**src/rtl/control_seq_pkg.sv**
```systemverilog
// control_seq_pkg
// Shared definitions for the microcoded control sequencer:
//   - sequencing encodings carried in each micro-word's seq field
//   - FSM state constants
//   - field-offset helpers for the micro-word layout
//     {ctrl[CTRL_W], wait[1], seq[2], next[UPC_W]} (MSB to LSB)
package control_seq_pkg;

   localparam logic [1:0] SEQ_NEXT     = 2'b00;  // upc <- upc + 1
   localparam logic [1:0] SEQ_JUMP     = 2'b01;  // upc <- next
   localparam logic [1:0] SEQ_DISPATCH = 2'b10;  // upc <- dispatch[opcode_q]
   localparam logic [1:0] SEQ_END      = 2'b11;  // instruction complete

   localparam logic [0:0] ST_IDLE = 1'b0;
   localparam logic [0:0] ST_RUN  = 1'b1;

   // Total micro-word width.
   function automatic int uword_w(input int ctrl_w, input int upc_w);
      return ctrl_w + 3 + upc_w;
   endfunction

   // LSB position of the seq field.
   function automatic int seq_lsb(input int upc_w);
      return upc_w;
   endfunction

   // Bit position of the wait flag.
   function automatic int wait_bit(input int upc_w);
      return upc_w + 2;
   endfunction

   // LSB position of the control-word field.
   function automatic int ctrl_lsb(input int upc_w);
      return upc_w + 3;
   endfunction

endpackage

```
**src/rtl/control_seq_store.sv**
```systemverilog
// control_seq_store
// Storage for the control sequencer: micro-ROM, dispatch table and the
// dispatch valid bits, with their write ports and combinational reads.
// Ports:
//   clk, rst_n              clock, async active-low reset (clears valid bits only)
//   urom_we/addr/data       micro-ROM write port (already gated by the caller)
//   disp_we/addr/data       dispatch write port; a write also sets the valid bit
//   rd_upc -> rd_word       micro-ROM read
//   rd_opcode -> rd_disp_upc, rd_disp_valid   dispatch read
module control_seq_store
   import control_seq_pkg::*;
#(
   parameter int OPCODE_W = 6,
   parameter int CTRL_W   = 7,
   parameter int UPC_W    = 5
) (
   input  logic                        clk,
   input  logic                        rst_n,
   input  logic                        urom_we,
   input  logic [UPC_W-1:0]            urom_addr,
   input  logic [CTRL_W+UPC_W+2:0]     urom_data,
   input  logic                        disp_we,
   input  logic [OPCODE_W-1:0]         disp_addr,
   input  logic [UPC_W-1:0]            disp_data,
   input  logic [UPC_W-1:0]            rd_upc,
   output logic [CTRL_W+UPC_W+2:0]     rd_word,
   input  logic [OPCODE_W-1:0]         rd_opcode,
   output logic [UPC_W-1:0]            rd_disp_upc,
   output logic                        rd_disp_valid
);

   localparam int UW    = uword_w(CTRL_W, UPC_W);
   localparam int DEPTH = 2 ** OPCODE_W;
   localparam int WORDS = 2 ** UPC_W;

   logic [UW-1:0]    urom_mem_r  [WORDS];
   logic [UPC_W-1:0] disp_mem_r  [DEPTH];
   logic [DEPTH-1:0] disp_valid_r;

   // Micro-ROM and dispatch targets: plain storage, intentionally not reset
   // so that microcode survives a reset.
   always_ff @(posedge clk) begin
      if (urom_we) begin
         urom_mem_r[urom_addr] <= urom_data;
      end
      if (disp_we) begin
         disp_mem_r[disp_addr] <= disp_data;
      end
   end

   // Dispatch valid bits: cleared by reset, set by any dispatch write.
   always_ff @(posedge clk or negedge rst_n) begin
      if (!rst_n) begin
         disp_valid_r <= {DEPTH{1'b0}};
      end else if (disp_we) begin
         disp_valid_r[disp_addr] <= 1'b1;
      end
   end

   assign rd_word       = urom_mem_r[rd_upc];
   assign rd_disp_upc   = disp_mem_r[rd_opcode];
   assign rd_disp_valid = disp_valid_r[rd_opcode];

endmodule

```
**src/rtl/control_sequencer.sv**
```systemverilog
// control_sequencer
// Microcoded multi-cycle control unit. Accepts one opcode at a time, walks
// the loadable micro-ROM from upc 0 and drives one control word per cycle.
// Ports:
//   clk, rst_n                      clock, async active-low reset
//   instr_valid/instr_ready/opcode  opcode handshake (sampled on accept)
//   mem_busy                        stalls micro-ops that carry the wait flag
//   ctrl, ctrl_valid                current control word and its qualifier
//   done, illegal                   one-cycle completion / trap pulses
//   urom_*, disp_*                  table write ports, honoured only in IDLE
module control_sequencer
   import control_seq_pkg::*;
#(
   parameter int OPCODE_W = 6,
   parameter int CTRL_W   = 7,
   parameter int UPC_W    = 5
) (
   input  logic                        clk,
   input  logic                        rst_n,
   input  logic                        instr_valid,
   output logic                        instr_ready,
   input  logic [OPCODE_W-1:0]         opcode,
   input  logic                        mem_busy,
   output logic [CTRL_W-1:0]           ctrl,
   output logic                        ctrl_valid,
   output logic                        done,
   output logic                        illegal,
   input  logic                        urom_we,
   input  logic [UPC_W-1:0]            urom_addr,
   input  logic [CTRL_W+UPC_W+2:0]     urom_data,
   input  logic                        disp_we,
   input  logic [OPCODE_W-1:0]         disp_addr,
   input  logic [UPC_W-1:0]            disp_data
);

   localparam int UW   = uword_w(CTRL_W, UPC_W);
   localparam int C_LO = ctrl_lsb(UPC_W);
   localparam int W_B  = wait_bit(UPC_W);
   localparam int S_LO = seq_lsb(UPC_W);

   logic [0:0]          state_r, state_nxt_s;
   logic [UPC_W-1:0]    upc_r, upc_nxt_s;
   logic [OPCODE_W-1:0] opcode_r;
   logic [UW-1:0]       word_s;
   logic [UPC_W-1:0]    disp_upc_s;
   logic                disp_valid_s;
   logic                idle_s, run_s, accept_s, stall_s;
   logic                done_s, illegal_s;
   logic [1:0]          seq_s;

   assign idle_s   = (state_r == ST_IDLE);
   assign run_s    = (state_r == ST_RUN);
   // A table load in IDLE takes priority over accepting an opcode.
   assign instr_ready = idle_s && !urom_we && !disp_we;
   assign accept_s    = instr_valid && instr_ready;
   assign seq_s       = word_s[S_LO +: 2];
   assign stall_s     = run_s && word_s[W_B] && mem_busy;

   control_seq_store #(
      .OPCODE_W (OPCODE_W),
      .CTRL_W   (CTRL_W),
      .UPC_W    (UPC_W)
   ) u_store (
      .clk           (clk),
      .rst_n         (rst_n),
      .urom_we       (urom_we && idle_s),
      .urom_addr     (urom_addr),
      .urom_data     (urom_data),
      .disp_we       (disp_we && idle_s),
      .disp_addr     (disp_addr),
      .disp_data     (disp_data),
      .rd_upc        (upc_r),
      .rd_word       (word_s),
      .rd_opcode     (opcode_r),
      .rd_disp_upc   (disp_upc_s),
      .rd_disp_valid (disp_valid_s)
   );

   // Next-state / next-upc and the completion and trap pulses.
   always_comb begin
      state_nxt_s = state_r;
      upc_nxt_s   = upc_r;
      done_s      = 1'b0;
      illegal_s   = 1'b0;
      case (state_r)
         ST_IDLE: begin
            if (accept_s) begin
               state_nxt_s = ST_RUN;
               upc_nxt_s   = {UPC_W{1'b0}};
            end else begin
               state_nxt_s = ST_IDLE;
            end
         end
         ST_RUN: begin
            if (stall_s) begin
               state_nxt_s = ST_RUN;
            end else begin
               case (seq_s)
                  SEQ_NEXT: begin
                     // No wrap past the last micro-ROM word: trap instead.
                     if (upc_r == {UPC_W{1'b1}}) begin
                        illegal_s   = 1'b1;
                        state_nxt_s = ST_IDLE;
                        upc_nxt_s   = {UPC_W{1'b0}};
                     end else begin
                        upc_nxt_s = upc_r + {{(UPC_W-1){1'b0}}, 1'b1};
                     end
                  end
                  SEQ_JUMP: begin
                     upc_nxt_s = word_s[UPC_W-1:0];
                  end
                  SEQ_DISPATCH: begin
                     if (disp_valid_s) begin
                        upc_nxt_s = disp_upc_s;
                     end else begin
                        illegal_s   = 1'b1;
                        state_nxt_s = ST_IDLE;
                        upc_nxt_s   = {UPC_W{1'b0}};
                     end
                  end
                  SEQ_END: begin
                     done_s      = 1'b1;
                     state_nxt_s = ST_IDLE;
                     upc_nxt_s   = {UPC_W{1'b0}};
                  end
                  default: begin
                     state_nxt_s = ST_IDLE;
                     upc_nxt_s   = {UPC_W{1'b0}};
                  end
               endcase
            end
         end
         default: begin
            state_nxt_s = ST_IDLE;
            upc_nxt_s   = {UPC_W{1'b0}};
         end
      endcase
   end

   // Sequencer state, micro-PC and the latched opcode.
   always_ff @(posedge clk or negedge rst_n) begin
      if (!rst_n) begin
         state_r  <= ST_IDLE;
         upc_r    <= {UPC_W{1'b0}};
         opcode_r <= {OPCODE_W{1'b0}};
      end else begin
         state_r <= state_nxt_s;
         upc_r   <= upc_nxt_s;
         if (accept_s) begin
            opcode_r <= opcode;
         end
      end
   end

   assign ctrl       = run_s ? word_s[C_LO +: CTRL_W] : {CTRL_W{1'b0}};
   assign ctrl_valid = run_s;
   assign done       = done_s;
   assign illegal    = illegal_s;

endmodule
```
**config.mk**
```make
export PLATFORM = sky130hd
export DESIGN_NAME = control_sequencer
export DESIGN_NICKNAME = d
export VERILOG_FILES = /design/src/rtl/control_seq_pkg.sv /design/src/rtl/control_seq_store.sv /design/src/rtl/control_sequencer.sv
export SDC_FILE = /design/constraint.sdc
export NUM_CORES = 1
export LEC_CHECK = 0
export ABC_AREA = 1
export BUFFER_PORTS_ARGS = -buffer_cell sky130_fd_sc_hd__clkbuf_2
export CORE_MARGIN = 10
export CORE_UTILIZATION = 50
export DETAILED_ROUTE_END_ITERATION = 16
export GPL_TIMING_DRIVEN = 0
export PLACE_DENSITY = 0.66
export SLEW_MARGIN = 5
export SYNTH_ARGS = -nofsm -noshare
export SYNTH_HDL_FRONTEND = slang
export SYNTH_HIERARCHICAL = 1
export SYNTH_SLANG_ARGS = --single-unit
```
**constraint.sdc**
```tcl
create_clock -name clk -period 3.3 [get_ports clk]
set_clock_uncertainty 0.2 [all_clocks]
set_input_delay 0.33 -clock clk [delete_from_list [all_inputs] [get_ports clk]]
set_output_delay 0.33 -clock clk [all_outputs]
set_load 0.01 [all_outputs]
```
Yosys cells after proc, flatten, opt, wreduce, memory -nomap -nowiden
Memories as Yosys holds them, arrays and structs flattened.
Cells that the tools add are included.
{"block": "word_totals", "reg_bits": 76, "ram_bits": 800, "inputBits": 43, "out_inout_bits": 11, "word_cells": 59, "memories": 2}
{"block": "op_classes", "add_sub_neg": 1, "order_cmp": 3, "n_eq_ne": 6, "mux": 29, "bitwise_logic": 2, "reduce_logical": 12}
{"name": "u_store.urom_mem_r", "words": 32, "word_bits": 15, "rd": 1, "rd_ports_with_merged_regs": 0, "wr": 1, "line_no": "control_seq_store.sv:36", "source": "logic [UW-1:0] urom_mem_r [WORDS];"}
{"name": "u_store.disp_mem_r", "words": 64, "word_bits": 5, "rd": 1, "rd_ports_with_merged_regs": 0, "wr": 1, "line_no": "control_seq_store.sv:37", "source": "logic [UPC_W-1:0] disp_mem_r [DEPTH];"}
{"operator": "$or A64 B64 Y64", "n": 1}
{"operator": "$mux W5", "n": 4}
{"operator": "$pmux W5 S4", "n": 1}
{"operator": "$mux W1", "n": 17}
{"operator": "$lt A6 B7 Y1 const B", "n": 2}
{"operator": "$pmux W5 S2", "n": 1}
{"operator": "$logic_and A1 B1 Y1", "n": 8}
{"operator": "$mux W7", "n": 1}
{"operator": "$bmux W1 S6", "n": 1}
{"operator": "$demux W1 S6", "n": 1}
{"operator": "$ge A6 B1 Y1 const B", "n": 1}
{"operator": "$add A5 B1 Y5 const B", "n": 1}
{"operator": "$eq A5 B5 Y1 const B", "n": 1}
{"operator": "$eq A2 B2 Y1 const B", "n": 2}
{"operator": "$pmux W1 S2", "n": 2}
{"operator": "$pmux W1 S3", "n": 1}
{"operator": "$eq A2 B1 Y1 const B", "n": 1}
{"operator": "$logic_not A1 Y1", "n": 2}
{"operator": "$logic_not A2 Y1", "n": 1}
{"operator": "$ne A2 B1 Y1 const B", "n": 1}
{"operator": "$ne A2 B2 Y1 const B", "n": 1}
{"operator": "$reduce_and A2 Y1", "n": 1}
{"operator": "$not A1 Y1", "n": 1}

Longest topological paths before layout
{"block": "logic_depth", "depth_word": 6, "mapped_depth": 18, "depth_no_buf": 15}

Cells and area by module
The synthesis kept the hierarchy.
{"module": "control_seq_store", "instances": 1, "cells_each": 3063, "area_each_um2": 35327.6, "seq_area_each_um2": 25624.6}
{"module": "control_sequencer", "instances": 1, "cells_each": 118, "area_each_um2": 817.0, "seq_area_each_um2": 300.3}

Worst setup path after synthesis
Ideal clock, no wire load.
{"block": "synth_path", "kind": "register -> output", "start": "reg upc_r[2]", "end": "out illegal", "t_arrival_ns": 1.996, "t_required_ns": 2.770, "slack_ns": 0.774, "stages_incl_launch_ff": 13, "path_buffers": 3, "cell_sequence": "dfrtp_1 buf_6 inv_1 buf_2 buf_1 a21oi_1 o31ai_1 nand2_1 nand2_1 nand2_1 nor2_1 nand2_1 a21oi_1"}
{"block": "synth_via", "elab_chain_len": 5, "elab_cells_between_ends": 10, "cone_classes": "eq/ne (2); mux (4); reduce/logical (3); memory (1)"}
{"item": "start, declared", "line_no": "control_sequencer.sv:42", "source": "logic [UPC_W-1:0] upc_r, upc_nxt_s;"}
{"item": "start signal, assigned", "line_no": "control_sequencer.sv:144", "source": "upc_r <= {UPC_W{1'b0}};"}
{"item": "start signal, assigned", "line_no": "control_sequencer.sv:148", "source": "upc_r <= upc_nxt_s;"}
{"item": "$mem_v2 Z32 W15 (*)"}
{"item": "net word_s[6]", "line_no": "control_sequencer.sv:44", "source": "logic [UW-1:0] word_s;"}
{"item": "$eq A2 B2 Y1 or $logic_not A2 Y1 (tied branches)", "line_no": "control_sequencer.sv:98", "source": "case (seq_s)"}
{"item": "$pmux W1 S2 (*)", "line_no": "control_sequencer.sv:98"}
{"item": "$mux W1 (*)", "line_no": "control_sequencer.sv:95", "source": "if (stall_s) begin"}
{"item": "$mux W1 (*)", "line_no": "control_sequencer.sv:85", "source": "case (state_r)"}
{"item": "end, declared", "line_no": "control_sequencer.sv:27", "source": "output logic illegal,"}
The timed path passes the listed nets; every way through them passes the cells marked *.

Worst setup path in the final report
{"block": "layout_path", "start": "reg upc_r[0]", "end": "out done"}
{"block": "layout_via", "elab_chain_len": 5, "elab_cells_between_ends": 7, "cone_classes": "eq/ne (1); mux (3); reduce/logical (2); memory (1)"}
{"item": "$mem_v2 Z32 W15"}
{"item": "net word_s[7]", "line_no": "control_sequencer.sv:44"}
{"item": "$logic_and A1 B1 Y1 (2 in a row)", "line_no": "control_sequencer.sv:57", "source": "assign stall_s = run_s && word_s[W_B] && mem_busy;"}
{"item": "$mux W1", "line_no": "control_sequencer.sv:95"}
{"item": "$mux W1", "line_no": "control_sequencer.sv:85"}
{"item": "end, declared", "line_no": "control_sequencer.sv:26", "source": "output logic done,"}
The timed path passes the listed nets, and every way through them passes these cells.

==> impl_metrics.yaml <==
finish:
  n_antenna_cell: 0
  multi_input_area_mm2: 0.009643
  layout-drive-gt1-share_pct: 18.14
  finalInstanceArea_mm2: 0.04250
  fillCellCount: 5763
  regArea_mm2: 0.02593
  area_delta_synth_final_pct: 17.57
  nNetsFinal: 3444
  utilization_pct: 59.35
  fin_cells: 4423
yosys:
  ys_seq_elements: 876
  synth_xor_area_share_pct: 0
  synth_area_leaders: "edfxtp_1, nand2_1, nand3_1, dfrtp_1, nor2_1"
  netlist_area_mm2: 0.03614
  synth_edf_count: 800
  yosys_warnings: 6
  yosys.area.top_type: "edfxtp_1"
  synthAdderAreaFrac_pct: 0.06923
  synth_flop_cell: "edfxtp_1"
  synth-compound-area-share_pct: 2.998
  ys_types: 30
  synth_top_area_share_pct: 66.46
  synthTopCellsByCount: "nand2_1, edfxtp_1, nand3_1, nor2_1, buf_2"
  synth_top_family_by_area: "simple AND/OR/NAND/NOR gates"
  synth.most_common_cell: "nand2_1"
  syn_area_per_cell_um2: 11.36
  synthArstFlopShare_pct: 8.676
  yosysSeqAreaShare_pct: 71.73
  synth.area.mux_share_pct: 0
  synthCells: 3181
  syn_nets: 3226
  yosys.area_share.simple_pct: 22.02
placement:
  dpl.hpwl_mm: 71.27
  gp_congestion: 0.9404
  post_dp_cell_area_mm2: 0.03795
  dpl.cell_count: 4201
  dp_slack_ns: -0.5761
  port_buffers: 53
power_and_ir_drop:
  ir_drop_mv: 0.6940
  p_per_area_mw_per_mm2: 857.3
  p_leak_nw: 16.11
  finalPower_mw: 36.43
clock_network:
  cts.clk_slew.worst_paths_ns: 0.06
  cts_made_buffers: 91
  cts_tree: "built"
  cts_buffer_depth: 3
  root_buffer: "clkbuf_16"
  clock_latency_ns: 0.66
  cts-htree-levels: 3
  cts.sinks: 876
timing:
  relSlewSlack_pct: 32.54
  finalHoldViolations: 0
  fin_crit_ns: 3.611
  tightest_slew_ns: 1.011
  setup_tns_ns: -1.295
  drv_slew: 0
  hold_ws_ns: 0.05922
  post-route-period-util_pct: 109.4
  clock.fmax_mhz: 276.9
  finalWorstSetupSlack_ns: -0.3112
  setup_viol: 8
  rsz0062_at_grt: "yes"
detailed_routing:
  drc_errors: 0
  vias_per_cell: 5.832
  wl_per_cell_um: 24.42
  dr_total_vias: 25793
  first_pass_iters: 7
  ant_nets: 0
  wl_mm: 108.0
  first_iter_violations: 2766
worst_setup_path:
  critical_path_required_ns: 2.77
  cp_max_fo: 8
  cp-end-kind: "primary output"
  arrival_ns: 3.08
  r2r-start: "ctrl_valid$_DFF_PN0_"
  regToRegSetupSlack_ns: 0.03
  criticalPathCategory: "flip-flop to primary output"
  r2r-end: "u_store/disp_mem_r[48][1]$_DFFE_PP_"
  setup.worst_path.start_class: "flip-flop"
  reg2regPathDepth: 6
die:
  initial_utilization_pct: 50.48
  die-area_mm2: 0.08344
  die_h_um: 288.9
  ios: 54
  rows: 98
  core-area_mm2: 0.07161
  die-width_um: 288.9
grt:
  grt_use_total_pct: 25.52
  grt_overflow: 0
  antenna_found_initial: 0
  grt_pass1_vias: 25046
  grt_start_max_net_pins: 65
  grt_pass1_wl_mm: 158.3
min_path:
  hold_class: "primary input to async pin"
outcome:
  status: "complete, but fails checks"
  violations: "setup timing"
job:
  cap_violations: 0
[worst max-delay path by stage]
| stage | start | to | slack (ns) |
|---|---|---|---|
| after floorplan | upc_r[2]$_DFFE_PN0P_ | illegal | 0.77 |
| after global placement | upc_r[1]$_DFFE_PN0P_ | illegal | -0.57 |
| after detailed placement | upc_r[1]$_DFFE_PN0P_ | illegal | -0.58 |
| after CTS | upc_r[0]$_DFFE_PN0P_ | illegal | -0.30 |
| after global routing | upc_r[0]$_DFFE_PN0P_ | done | -0.37 |
| final | upc_r[0]$_DFFE_PN0P_ | done | -0.31 |
[power breakdown]
part	switching [mW]	internal, mW	leakage, nW
clock	4.29	5.95	1.46
combinational	9.05	4.35	6.47
sequential	0.302	12.5	8.18
[flip-flops by register name, indices dropped and copies added, names as in the netlist]
name,flops
opcode_r,6
u_store/disp_valid_r,64
upc_r,5
u_store/disp_mem_r,320
ctrl_valid,1
u_store/urom_mem_r,480
[cell usage in the layout, fill, tap and decap left out, types with 9 or more instances in the layout]
| master | n |
|---|---|
| a21oi_1 | 70 |
| buf_8 | 29 |
| a21oi_2 | 20 |
| dlygate4sd3_1 | 21 |
| clkbuf_1 | 31 |
| nor2_1 | 145 |
| or2_2 | 64 |
| clkbuf_4 | 26 |
| clkbuf_2 | 59 |
| edfxtp_1 | 800 |
| nor2_2 | 45 |
| nand2_1 | 1046 |
| o31ai_1 | 30 |
| bufinv_16 | 9 |
| buf_4 | 58 |
| clkinv_2 | 20 |
| buf_2 | 56 |
| nand3_1 | 522 |
| buf_12 | 10 |
| clkbuf_16 | 93 |
| o21ai_0 | 36 |
| inv_1 | 34 |
| buf_6 | 28 |
| clkinv_1 | 12 |
| o21ai_1 | 14 |
| o31ai_2 | 12 |
| dfrtp_1 | 72 |
| nand2_2 | 28 |
| nand3_2 | 19 |
[repair_timing]
| action | 4_1_cts | 5_1_grt |
|---|---|---|
| resized for setup | 205 | 131 |
| buffers inserted | 20 | 13 |
| gates cloned | 2 | 1 |
| endpoints found under the setup margin | 69 | 38 |
| pin swaps | 40 | 39 |
| hold endpoints to repair | 49 | 0 |
| hold buffers | 21 | 0 |
[critical path, cell delays in order (launching register included)]
cell and delay, ns:
dfrtp_2 0.44, buf_12 0.19, inv_16 0.06, buf_12 0.15, buf_12 0.14, nor2_4 0.07
nor2_2 0.05, o31ai_4 0.30, nand2_2 0.15, nand2_2 0.09, nand2_2 0.06, nand3_4 0.12
nand2_4 0.09, nor3_4 0.33, buf_6 0.16
[layer usage]
layer | vias to the layer above | global-route usage [%] | wire length, um
met1 | 12657 | 32.95 | 41780
met3 | 285 | 3.769 | 8522
met2 | 1352 | 42.74 | 52800
li1 | 11499 | - | -
met5 | - | 0 | 0
met4 | 0 | 10.91 | 4920
[final cells by class]
type	instances	share of cell area, %
plain buffers	181	3.283
clock buffers	115	5.715
clock inverters	52	1.346
inverters	44	0.4622
multi-input cells	2078	22.69
flip-flops and latches	876	61.02
well taps	950	2.797
repair buffers	127	2.691
[cells by family (layout without fill, tap and decap cells)]
logic type | count (synthesis) | in the layout
flops | 876 | 876
buf+inv | 227 | 519
fa+ha+maj | 2 | 2
compound gates | 192 | 192
simple gates | 1884 | 1884
Note: power is estimated with default switching activity, not from simulation.
